File: src/rtl/alu_mul_seq_pkg.sv
// Shared definitions for the sequential shift-add multiplier: ALU opcodes,
// default datapath sizes and the controller state encoding.
package alu_mul_seq_pkg;

   localparam int MUL_WIDTH = 16;
   localparam int MUL_CNT_W = 5;

   // Opcodes of the shared 16-bit ALU
   localparam logic [2:0] OP_ROL = 3'd0;
   localparam logic [2:0] OP_SLL = 3'd1;
   localparam logic [2:0] OP_ROR = 3'd2;
   localparam logic [2:0] OP_SRA = 3'd3;
   localparam logic [2:0] OP_ADD = 3'd4;
   localparam logic [2:0] OP_OR  = 3'd5;
   localparam logic [2:0] OP_XOR = 3'd6;
   localparam logic [2:0] OP_AND = 3'd7;

   // Controller states
   typedef enum logic [1:0] {
      ST_IDLE  = 2'd0,
      ST_ADD   = 2'd1,
      ST_SHIFT = 2'd2,
      ST_DONE  = 2'd3
   } state_e;

endpackage

File: src/rtl/alu_mul_seq.sv
// Multi-cycle unsigned multiplier that borrows the shared ALU for every
// arithmetic step: ADD accumulates the multiplicand into the product, SLL
// doubles the multiplicand. The multiplier register is shifted locally (a
// plain wire shift, not arithmetic). The parent muxes alu_* onto the ALU
// while ready is low.
//
// Handshake: a request is accepted on a rising edge where start && ready.
// ready is high only in IDLE. done pulses for one cycle when product/ofl
// become valid; they then hold until the next accept clears them.
module alu_mul_seq
   import alu_mul_seq_pkg::*;
#(
   parameter int WIDTH = MUL_WIDTH,
   parameter int CNT_W = MUL_CNT_W
) (
   input  logic             clk,
   input  logic             rst,
   input  logic             start,
   input  logic [WIDTH-1:0] mcand,
   input  logic [WIDTH-1:0] mplier,
   output logic             ready,
   output logic             done,
   output logic [WIDTH-1:0] product,
   output logic             ofl,
   output logic [WIDTH-1:0] alu_a,
   output logic [WIDTH-1:0] alu_b,
   output logic             alu_cin,
   output logic [2:0]       alu_op,
   output logic             alu_invA,
   output logic             alu_invB,
   output logic             alu_sign,
   input  logic [WIDTH-1:0] alu_out,
   input  logic             alu_ofl,
   output logic [1:0]       dbg_state_o
);

   state_e             state_q;
   logic               ready_q;
   logic               done_q;
   logic [WIDTH-1:0]   m_q;
   logic [WIDTH-1:0]   q_q;
   logic [WIDTH-1:0]   acc_q;
   logic               ofl_q;
   logic [CNT_W-1:0]   cnt_q;
   logic [WIDTH-1:0]   q_shr_d;

   // Multiplier after this step's shift; decides whether more work remains
   assign q_shr_d = q_q >> 1;

   // Controller and datapath registers; outputs are registered alongside state
   always_ff @(posedge clk or posedge rst) begin
      if (rst) begin
         state_q <= ST_IDLE;
         ready_q <= 1'b1;
         done_q  <= 1'b0;
         m_q     <= '0;
         q_q     <= '0;
         acc_q   <= '0;
         ofl_q   <= 1'b0;
         cnt_q   <= '0;
      end else begin
         case (state_q)
            ST_IDLE: begin
               done_q <= 1'b0;
               if (start && ready_q) begin
                  m_q     <= mcand;
                  q_q     <= mplier;
                  acc_q   <= '0;
                  ofl_q   <= 1'b0;
                  cnt_q   <= '0;
                  ready_q <= 1'b0;
                  if (mplier == '0) begin
                     state_q <= ST_DONE;
                     done_q  <= 1'b1;
                  end else if (mplier[0]) begin
                     state_q <= ST_ADD;
                  end else begin
                     state_q <= ST_SHIFT;
                  end
               end
            end
            ST_ADD: begin
               acc_q   <= alu_out;
               ofl_q   <= ofl_q | alu_ofl;
               state_q <= ST_SHIFT;
            end
            ST_SHIFT: begin
               m_q   <= alu_out;
               q_q   <= q_shr_d;
               cnt_q <= cnt_q + CNT_W'(1);
               // A set top bit shifted out matters only if a later add would use it
               if (m_q[WIDTH-1] && (q_shr_d != '0)) begin
                  ofl_q <= 1'b1;
               end
               if ((q_shr_d == '0) || (cnt_q == CNT_W'(WIDTH - 1))) begin
                  state_q <= ST_DONE;
                  done_q  <= 1'b1;
               end else if (q_shr_d[0]) begin
                  state_q <= ST_ADD;
               end else begin
                  state_q <= ST_SHIFT;
               end
            end
            ST_DONE: begin
               done_q  <= 1'b0;
               ready_q <= 1'b1;
               state_q <= ST_IDLE;
            end
            default: begin
               state_q <= ST_IDLE;
               ready_q <= 1'b1;
               done_q  <= 1'b0;
            end
         endcase
      end
   end

   // ALU drive: operands come straight from state and registers; idle means all zero
   always_comb begin
      alu_a  = '0;
      alu_b  = '0;
      alu_op = 3'd0;
      case (state_q)
         ST_ADD: begin
            alu_a  = acc_q;
            alu_b  = m_q;
            alu_op = OP_ADD;
         end
         ST_SHIFT: begin
            alu_a  = m_q;
            alu_b  = WIDTH'(1);
            alu_op = OP_SLL;
         end
         default: begin
            alu_a  = '0;
            alu_b  = '0;
            alu_op = 3'd0;
         end
      endcase
   end

   assign alu_cin     = 1'b0;
   assign alu_invA    = 1'b0;
   assign alu_invB    = 1'b0;
   assign alu_sign    = 1'b0;
   assign ready       = ready_q;
   assign done        = done_q;
   assign product     = acc_q;
   assign ofl         = ofl_q;
   assign dbg_state_o = state_q;

endmodule

File: config.mk
export PLATFORM = sky130hd
export DESIGN_NAME = alu_mul_seq
export DESIGN_NICKNAME = d
export VERILOG_FILES = /design/src/rtl/alu_mul_seq_pkg.sv /design/src/rtl/alu_mul_seq.sv
export SDC_FILE = /design/constraint.sdc
export NUM_CORES = 1
export LEC_CHECK = 0
export CAP_MARGIN = 10
export CORE_MARGIN = 10
export CORE_UTILIZATION = 45
export DETAILED_ROUTE_END_ITERATION = 7
export PLACE_DENSITY = 0.89
export SYNTH_ARGS = -nofsm -noshare
export SYNTH_HDL_FRONTEND = slang
export SYNTH_SLANG_ARGS = --single-unit
File: constraint.sdc
create_clock -name clk -period 3.9 [get_ports clk]
set_input_delay 0.78 -clock clk [delete_from_list [all_inputs] [get_ports clk]]
set_output_delay 0.78 -clock clk [all_outputs]
set_load 0.01 [all_outputs]
==> out/summary.txt <==
Ant diodes: 0
Syn_area_per_cell: 10.3 µm²
DRT iter0 DRCs: 131
Clock Path Buffers: 2
Site Rows: 29
WL per Instance: 19.3 µm
Status: finished, final reports clean
Design area: 0.00430 mm²
CP peak stage delay: 0.55 ns
Fin Setup TNS: 0 ns
Worst slew pin tran: 0.713 ns
Fin cells: 479
Vias in the first global route: 2951
Placed cell count: 463
Clock skew: 0.00654 ns
Clock transition at path regs: 0.06 ns
Synth Instances: 297
Endpoints failing setup: 0
Crit path kind: reg2out
FFs w/ async S/R, synth: 100%
Chip height: 102 µm
Ys flop type: dfrtp_1
CTS Buf Count: 9
H-tree depth: 3
Post-DR vias/cell: 5.73
Endpoints failing hold: 0
Initial antenna violation count: 0
CP arrival: 2.71 ns
Setup ws final: 0.413 ns
Share of cells above drive strength 1: 10.9%
Top-area cell type share of the netlist area: 45.8%
Final min period: 3.49 ns
Port Buf Inserts: 106
Crit-path max FO: 18
DP Worst Slack: 0.501 ns
Worst relative slew slack: 52.0%
Pwr Density: 801 mW/mm²
Overflow after GRT: 0
RSZ-0062 raised after global routing: false
Synth top area cells: dfrtp_1 46%, mux2i_1 10%, o21ai_0 5.6%
Total Routed Length: 9260 µm
Mapped cell area: 0.00306 mm²
Die X: 102 µm
Crit path max-delay family: buffers and inverters
Max-Cap Viols: 0
Leak Pwr: 1.90 nW
Distinct cells, synth: 39
CP bufs+invs: 2
CTS tree: yes
Nets: 457
WHS: 0.514 ns
Number of flops mapped to enable cells by yosys: 0
Seq cells post-synth: 57
Core area: 0.00649 mm²
Detailed Place HPWL: 6820 µm
Area Overhead vs Synth: 40.6%
Cells along the critical path: inv_1 -> ha_1 -> and2_2 -> a22o_1 -> clkdlybuf4s50_1
DRT antenna net count: 0
RD Place Congestion: 0.842
Synth area leader: dfrtp_1
F_max: 287 MHz
Drt pass-1 iters: 4
Post-synth top cells: 56 x dfrtp_1, 39 x nand2_1, 34 x o21ai_0
Total die area: 0.0105 mm²
Total GRT Usage: 17.9%
CP Launch Type: flip-flop
Slowest stage cell, crit path: clkdlybuf4s50_1
I/O Pins: 112
Global-route wire length before repair: 14900 µm
Most common cell in the synthesized netlist: dfrtp_1
Seq/Total Area, Yosys: 46.6%
Critical path required time: 3.12 ns
Initial Utilization: 47.1%
Clock sink count: 57
Min-Delay Path Class: reg2reg
Drt drc: 0
Critical Path Sink Type: output port
Routed vias: 2744
Final Slew Violations: 0
Final Cycle Share: 89.4%
Clock Tree Root: clkbuf_8
Worst VDD drop: 0.570 mV
Largest net degree at the start of global routing: 43
Placed cell area: 0.00413 mm²
CTS Hold Bufs: 0
Syn. warnings: 0
Worst-Skew Late Latency: 0.33 ns
per-stage QoR:
step | util (%) | power, mW
final | 66.3 | 3.45
after detailed placement | 63.6 | 2.98
after global routing | 66.3 | 3.70
after CTS | 66.2 | 3.46
after global placement | 63.6 | 2.90
after floorplan | - | 2.24
sequential cells by signal, indices dropped and copies added, names as in the netlist:
register     count
cnt_q            5
dbg_state_o      2
done             1
m_q             16
ofl              1
product         16
q_q             15
ready            1
area by class of cell:
| cell class | instances | area, µm² |
|---|---|---|
| clock inverters | 3 | 15.0 |
| inverters | 7 | 26.3 |
| repair buffers | 112 | 1110 |
| clock buffers | 13 | 159 |
| multi-input cells | 210 | 1470 |
| fillers | 507 | 2190 |
| flip-flops and latches | 57 | 1430 |
| well taps | 77 | 96.3 |
power breakdown:
group / total, mW / internal [mW] / switching (mW)
Combinational: 1.84 / 0.875 / 0.967
Clock: 0.482 / 0.262 / 0.220
Sequential: 1.12 / 0.879 / 0.244
Total: 3.45 / 2.02 / 1.43
placed cells by master, fill, tap and decap left out, types with 2 or more instances in the layout:
cell,Yosys,final
ha_1,8,7
a21oi_1,4,4
a21o_1,2,2
mux2i_1,31,31
clkdlybuf4s50_1,0,106
conb_1,1,5
o21ai_0,34,33
dfrtp_1,56,56
buf_4,11,6
a22o_1,18,18
nand2_1,39,39
inv_1,7,6
nor3_1,3,3
o211ai_1,3,3
nand3_1,2,2
nor4_1,10,10
clkbuf_8,1,11
a22o_2,16,16
and3_1,16,16
clkinv_2,0,3
o31ai_1,2,2
nand4_1,2,2
clkbuf_1,10,2
and2_2,0,2
cells by family (layout without fill, tap and decap cells):
family | count (synthesis) | count (layout) | synth area share [%]
fa+ha+maj | 8 | 8 | 3.27
flops | 57 | 57 | 46.6
simple gates | 76 | 76 | 12.2
compound gates | 89 | 89 | 21.0
mux | 32 | 32 | 10.5
buf+inv | 34 | 135 | 6.21
other cells | 1 | 5 | 0.123
repair_timing:
item                                   in CTS  in global routing
setup endpoints to repair                   0                  3
endpoints found under the hold margin       0                  0
resized for setup                           0                  2
buffers inserted                            0                  0
worst min-delay path, stage by stage, from the launching register on:
cell     delay, ns
dfrtp_1       0.35
nand2_1       0.05
o21ai_0       0.07
path summary, 6_finish.rpt:
check                      depth (start not counted)         end  slack [ns]            from
setup / recovery                                   5   alu_a[12]        0.41  dbg_state_o[0]
hold / removal                                     2    cnt_q[4]        0.51        cnt_q[4]
setup reg to reg                                   6      q_q[6]        1.40  dbg_state_o[0]
hold reg to reg                                    2    cnt_q[4]        0.51        cnt_q[4]
max in group asynchronous                          3       ready        2.28             rst
min in group asynchronous                          2  product[1]        0.80             rst
layer usage:
layer	share of wire, %	up-vias	wire length (µm)	GRT usage, %
met2	51	108	4700	29.8
met5	0	-	0	0
li1	-	1284	-	-
met4	1.0	0	94	6.83
met1	41	1344	3750	21.1
met3	7.7	8	716	5.67
No activity file was read; power rests on OpenSTA's default activity.
==> variant 1 (config.mk and constraints unchanged) <==
Register the output `dbg_state_o` once more, cleared by the reset; this adds one clock of latency there. The other outputs are not delayed to match.
--- a/src/rtl/alu_mul_seq.sv
+++ b/src/rtl/alu_mul_seq.sv
@@ -148,5 +148,11 @@
    assign product     = acc_q;
    assign ofl         = ofl_q;
-   assign dbg_state_o = state_q;
+   always_ff @(posedge clk or posedge rst) begin
+      if (rst) begin
+         dbg_state_o <= '0;
+      end else begin
+         dbg_state_o <= state_q;
+      end
+   end
 
 endmodule
Check against the original RTL: not equivalent (Yosys sat finds a counterexample within 4 cycles, from zero or initial values and one cycle with rst high).
==> variant 1 against the unedited design <==
Count of clock-buffer cells in the layout down 2. Worst setup slack lost 140 ps. Highest routed layer unchanged. Sequential share of layout area grew 0.60 points. Register-to-register slack better by 100 ps. Largest cell class is now sequential cells. Wire length grew 3.7%. Clock skew grew 0.86 ps. Area after synthesis is 1.6% higher. Sequential cell count grew 2. Non-clock buffer count stayed put. Final area rose by 1.7%. Critical path depth stayed put. Via count grew 0.84%. Total power up 3.4%.
==> variant 1: results (changes against the unedited design) <==
Placed design
  • Pre-CTS WS: 641 ps (+140 ps)
  • HPWL after detailed placement: 6910 microns (+1.4%)
  • Placed cell count: 468 (+1.1%)
  • Weighted congestion at the end of routability-driven global placement: 0.819 (-2.7%)

Worst setup path
  • Critical path destination: alu_a[10]
  • RR Startpoint: state_q[1]
  • Register-to-Register Setup Slack: 1500 ps (+100 ps)
  • WP data arrival: 2850 ps (+140 ps)
  • Crit path largest cell delay: 700 ps (+150 ps)
  • CP max stage cell: sky130_fd_sc_hd__and2_1
  • Reg-to-reg endpoint: q_q[7]

Power and ir drop
  • Leakage: 1.93 nW (+1.6%)
  • Net switching power of the design: 1.47 mW (+3.1%)
  • Worst VDD drop: 0.423 mV (-26%)

Timing
  • Relative slew slack: 0.297 (-0.223)
  • Tcrit/Tclk final: 0.930 (+0.0363)
  • Final worst clock skew: 7.40 ps (+0.862 ps)

Cells and area
  • Layout cells sized above 1: 0.106 (-0.00302)
  • Count of filler cells inserted in the layout: 545 (+7.5%)
  • Non-filler instance count after layout: 484 (+1.0%)
  • Layout net count: 459 (+0.44%)

Synth
  • Biggest area contributors in the synthesized netlist: sky130_fd_sc_hd__dfrtp_1 47%, sky130_fd_sc_hd__mux2i_1 10%, sky130_fd_sc_hd__o21ai_0 5.5%, sky130_fd_sc_hd__a22o_2 5.1%, sky130_fd_sc_hd__a22o_1 5.1%
  • Avg Cell Area, Syn: 10.4 sq um (+0.96%)
  • Share of flip-flops with an asynchronous set or reset: 1.00 (unchanged)
  • Post-synthesis sequential area ratio: 0.475 (+0.00858)
  • Top cells by instance count after synthesis: 58 x sky130_fd_sc_hd__dfrtp_1, 39 x sky130_fd_sc_hd__nand2_1, 34 x sky130_fd_sc_hd__o21ai_0, 31 x sky130_fd_sc_hd__mux2i_1, 18 x sky130_fd_sc_hd__a22o_1

Detailed routing
  • Met3 wire length: 842 microns (+18%)
  • Detailed Routing Iterations Pass 1: 5 (+1)
  • Post-detailed-routing wire length: 9610 microns (+3.7%)
  • Sum of met2 wire segment lengths after detailed routing: 4870 microns (+3.7%)
  • Number of DRC markers after the initial detailed-route iteration: 111 (-15%)
  • Routed length on met1: 3690 microns (-1.8%)

Global route
  • Global-route wire length before repair: 15500 microns (+4.4%)
  • Antenna violations before repair: 0 (unchanged)
  • Via count of the first global-routing pass: 3069 (+4.0%)
  • GRT Overall Usage: 0.190 (+0.0106)
  • Maximum number of pins on one net before global-route repair: 56 (+30%)

Clocking
  • Clock network latency to the later pin of the worst-skew pair: 350 ps (+20 ps)
  • Number of H-tree branching levels: 3 (unchanged)

Hold path
  • Worst min path class: register to register

Status
  • Outcome: completed
[variant 1: cell count changes after synthesis]
cell                      unedited run  this run
sky130_fd_sc_hd__dfrtp_1            56        58
[variant 1: routing by layer]
layer / vias up / GRT usage
li1: 1300 / -
met1: 1358 / 0.203
met2: 91 / 0.315
met3: 18 / 0.0818
met4: 0 / 0.0898
met5: - / 0
[variant 1: cell type report]
| cell class | count | area share |
|---|---|---|
| Sequential cell | 59 | 0.338 |
| Multi-Input combinational cell | 210 | 0.336 |
| Timing Repair Buffer | 112 | 0.253 |
| Clock buffer | 11 | 0.0323 |
| Tap cell | 80 | 0.0229 |
| Clock inverter | 5 | 0.0120 |
| Inverter | 7 | 0.00601 |
[variant 1: metrics by stage]
| stage | utilization | total power, mW | hold WS (ps) |
|---|---|---|---|
| after floorplan | - | 2.27 | 438 |
| after global placement | 0.619 | 2.94 | 458 |
| after detailed placement | 0.619 | 3.02 | 471 |
| after CTS | 0.648 | 3.59 | 486 |
| after global routing | 0.648 | 3.83 | 507 |
| final | 0.648 | 3.56 | 485 |
[variant 1: cells by family (layout without fill, tap and decap cells)]
kind of cell / Yosys count / after routing / synth area share
AND/OR/NAND/NOR: 76 / 76 / 0.120
other: 1 / 5 / 0.00121
flip-flops: 59 / 59 / 0.475
buffers and inverters: 34 / 135 / 0.0611
adder cells (fa/ha/maj): 8 / 8 / 0.0322
multiplexers: 32 / 32 / 0.103
AO/OA/AOI/OAI: 89 / 89 / 0.207
[variant 1: power by group through the flow]
stage,logic [mW],clock network [mW],registers (mW)
after floorplan,1.14,0,1.13
after global placement,1.79,0,1.15
after detailed placement,1.86,0,1.16
after CTS,1.87,0.560,1.15
after global routing,2.04,0.589,1.20
final,1.86,0.552,1.15
==> variant 2 (same flow settings) <==
Made on the original files. The package constant `MUL_WIDTH` goes from 16 to 14.
--- a/src/rtl/alu_mul_seq_pkg.sv
+++ b/src/rtl/alu_mul_seq_pkg.sv
@@ -3,5 +3,5 @@
 package alu_mul_seq_pkg;
 
-   localparam int MUL_WIDTH = 16;
+   localparam int MUL_WIDTH = 14;
    localparam int MUL_CNT_W = 5;
 
Interface: changed (6 resized); port bits go from 112 to 100. No check against the original RTL was run, so the function may have changed too.
==> variant 2 against the unedited design <==
Area after synthesis shrank 8.5%. Sequential cell count shrank 6. Sequential power down 12%. Wire length fell by 12%. Final area is 12% lower. Fmax is 3.8% lower. Worst setup slack lost 140 ps. Total power is 18% lower. Largest power group unchanged.
==> variant 2: results (changes against the unedited design) <==
Global route
  • Maximum number of pins on one net before global-route repair: 52 (+21%)
  • Global-route wire length before repair: 13300 microns (-11%)
  • GRT Overall Usage: 0.162 (-0.0168)
  • Via count of the first global-routing pass: 2645 (-10%)

Synth
  • Share of the synthesized netlist area taken by xor and xnor gates: 0.0125 (+0.0125)
  • Biggest area contributors in the synthesized netlist: sky130_fd_sc_hd__dfrtp_1 45%, sky130_fd_sc_hd__mux2i_1 9.3%, sky130_fd_sc_hd__a22o_1 7.8%, sky130_fd_sc_hd__nand2_1 4.2%, sky130_fd_sc_hd__ha_1 3.6%
  • Top cells by instance count after synthesis: 50 x sky130_fd_sc_hd__dfrtp_1, 31 x sky130_fd_sc_hd__nand2_1, 26 x sky130_fd_sc_hd__mux2i_1, 25 x sky130_fd_sc_hd__a22o_1, 20 x sky130_fd_sc_hd__o21ai_0
  • Area fraction in compound gates after synthesis: 0.200 (-0.0104)
  • Count of cell types in the netlist: 49 (+26%)
  • Proportion of synthesized area in mux cells: 0.0970 (-0.00811)
  • Area of the mapped netlist: 2800 sq um (-8.5%)
  • Cells after Synth: 270 (-9.1%)
  • Synthesized-area fraction occupied by adder cells: 0.0357 (+0.00304)
  • Post-synthesis sequential area ratio: 0.456 (-0.0103)

Power and ir drop
  • Leakage: 1.67 nW (-12%)

Worst setup path
  • Critical path destination: alu_a[10]
  • Setup crit start: dbg_state_o[1]
  • Critical Path Fanout Max: 16 (-2)
  • Crit path largest cell delay: 610 ps (+60 ps)
  • R2r worst-path depth: 7 (+1)
  • CP max stage cell: sky130_fd_sc_hd__and2_1

Cells and area
  • Utilization after layout: 0.636 (-0.0271)
  • Count of multi-input gates: 192 (-8.6%)
  • Flip-flop and latch share of the layout cell area: 0.336 (+0.00384)
  • Layout net count: 409 (-11%)
  • Clock Network Area Fraction: 0.0223 (-0.0181)
  • Non-filler instance count after layout: 431 (-10%)
  • Fraction of standard cell area in multi-input logic: 0.356 (+0.0131)
  • Count of filler cells inserted in the layout: 481 (-5.1%)
  • Layout cells sized above 1: 0.0730 (-0.0364)
  • Number of flip-flops and latches: 51 (-11%)
  • Layout non-clock buf frac: 0.255 (-0.00196)

Clocking
  • Clock network latency to the later pin of the worst-skew pair: 300 ps (-30 ps)
  • Number of buffers added by the clock tree synthesis step: 5 (-4)
  • Clock edge transition at the registers on the reported setup and hold paths: 90 ps (+30 ps)
  • Number of H-tree branching levels: 2 (-1)

Detailed routing
  • Number of DRC markers after the initial detailed-route iteration: 163 (+24%)
  • Via density: 5.64 (-1.5%)

Timing
  • Final worst clock skew: 9.40 ps (+2.87 ps)
  • Hold_ws: 515 ps (+1.48 ps)
  • Tcrit/Tclk final: 0.929 (+0.0350)

Hold path
  • Number of stages on the worst hold path: 1 (-1)
  • Destination of the worst hold path: done
  • Startpoint of the tightest hold check path: done

Placed design
  • Pre-CTS WS: 584 ps (+83.2 ps)
  • Placed cell count: 423 (-8.6%)
  • HPWL after detailed placement: 6120 microns (-10%)

Status
  • Outcome: completed
-- variant 2: cell types whose count changed after synthesis, moves of 4 or more --
cell / delta
sky130_fd_sc_hd__nor2_1: +6
sky130_fd_sc_hd__a22o_1: +7
sky130_fd_sc_hd__nand2_1: -8
sky130_fd_sc_hd__o21ai_1: +7
sky130_fd_sc_hd__xor2_1: +4
sky130_fd_sc_hd__a22o_2: -12
sky130_fd_sc_hd__o21ai_0: -14
sky130_fd_sc_hd__dfrtp_1: -6
sky130_fd_sc_hd__clkbuf_1: -6
sky130_fd_sc_hd__mux2i_1: -5
sky130_fd_sc_hd__buf_2: +4
-- variant 2: metal layers --
layer  global-route usage  vias up  share of wire
li1                     -     1145              -
met1                0.194     1197           0.41
met2                0.272       81           0.50
met3               0.0475        8          0.070
met4               0.0529        0          0.019
met5                    0        -              0
-- variant 2: report_power, final --
group	internal, mW	switching (mW)
combinational	0.759	0.778
clock	0.126	0.173
sequential	0.775	0.216
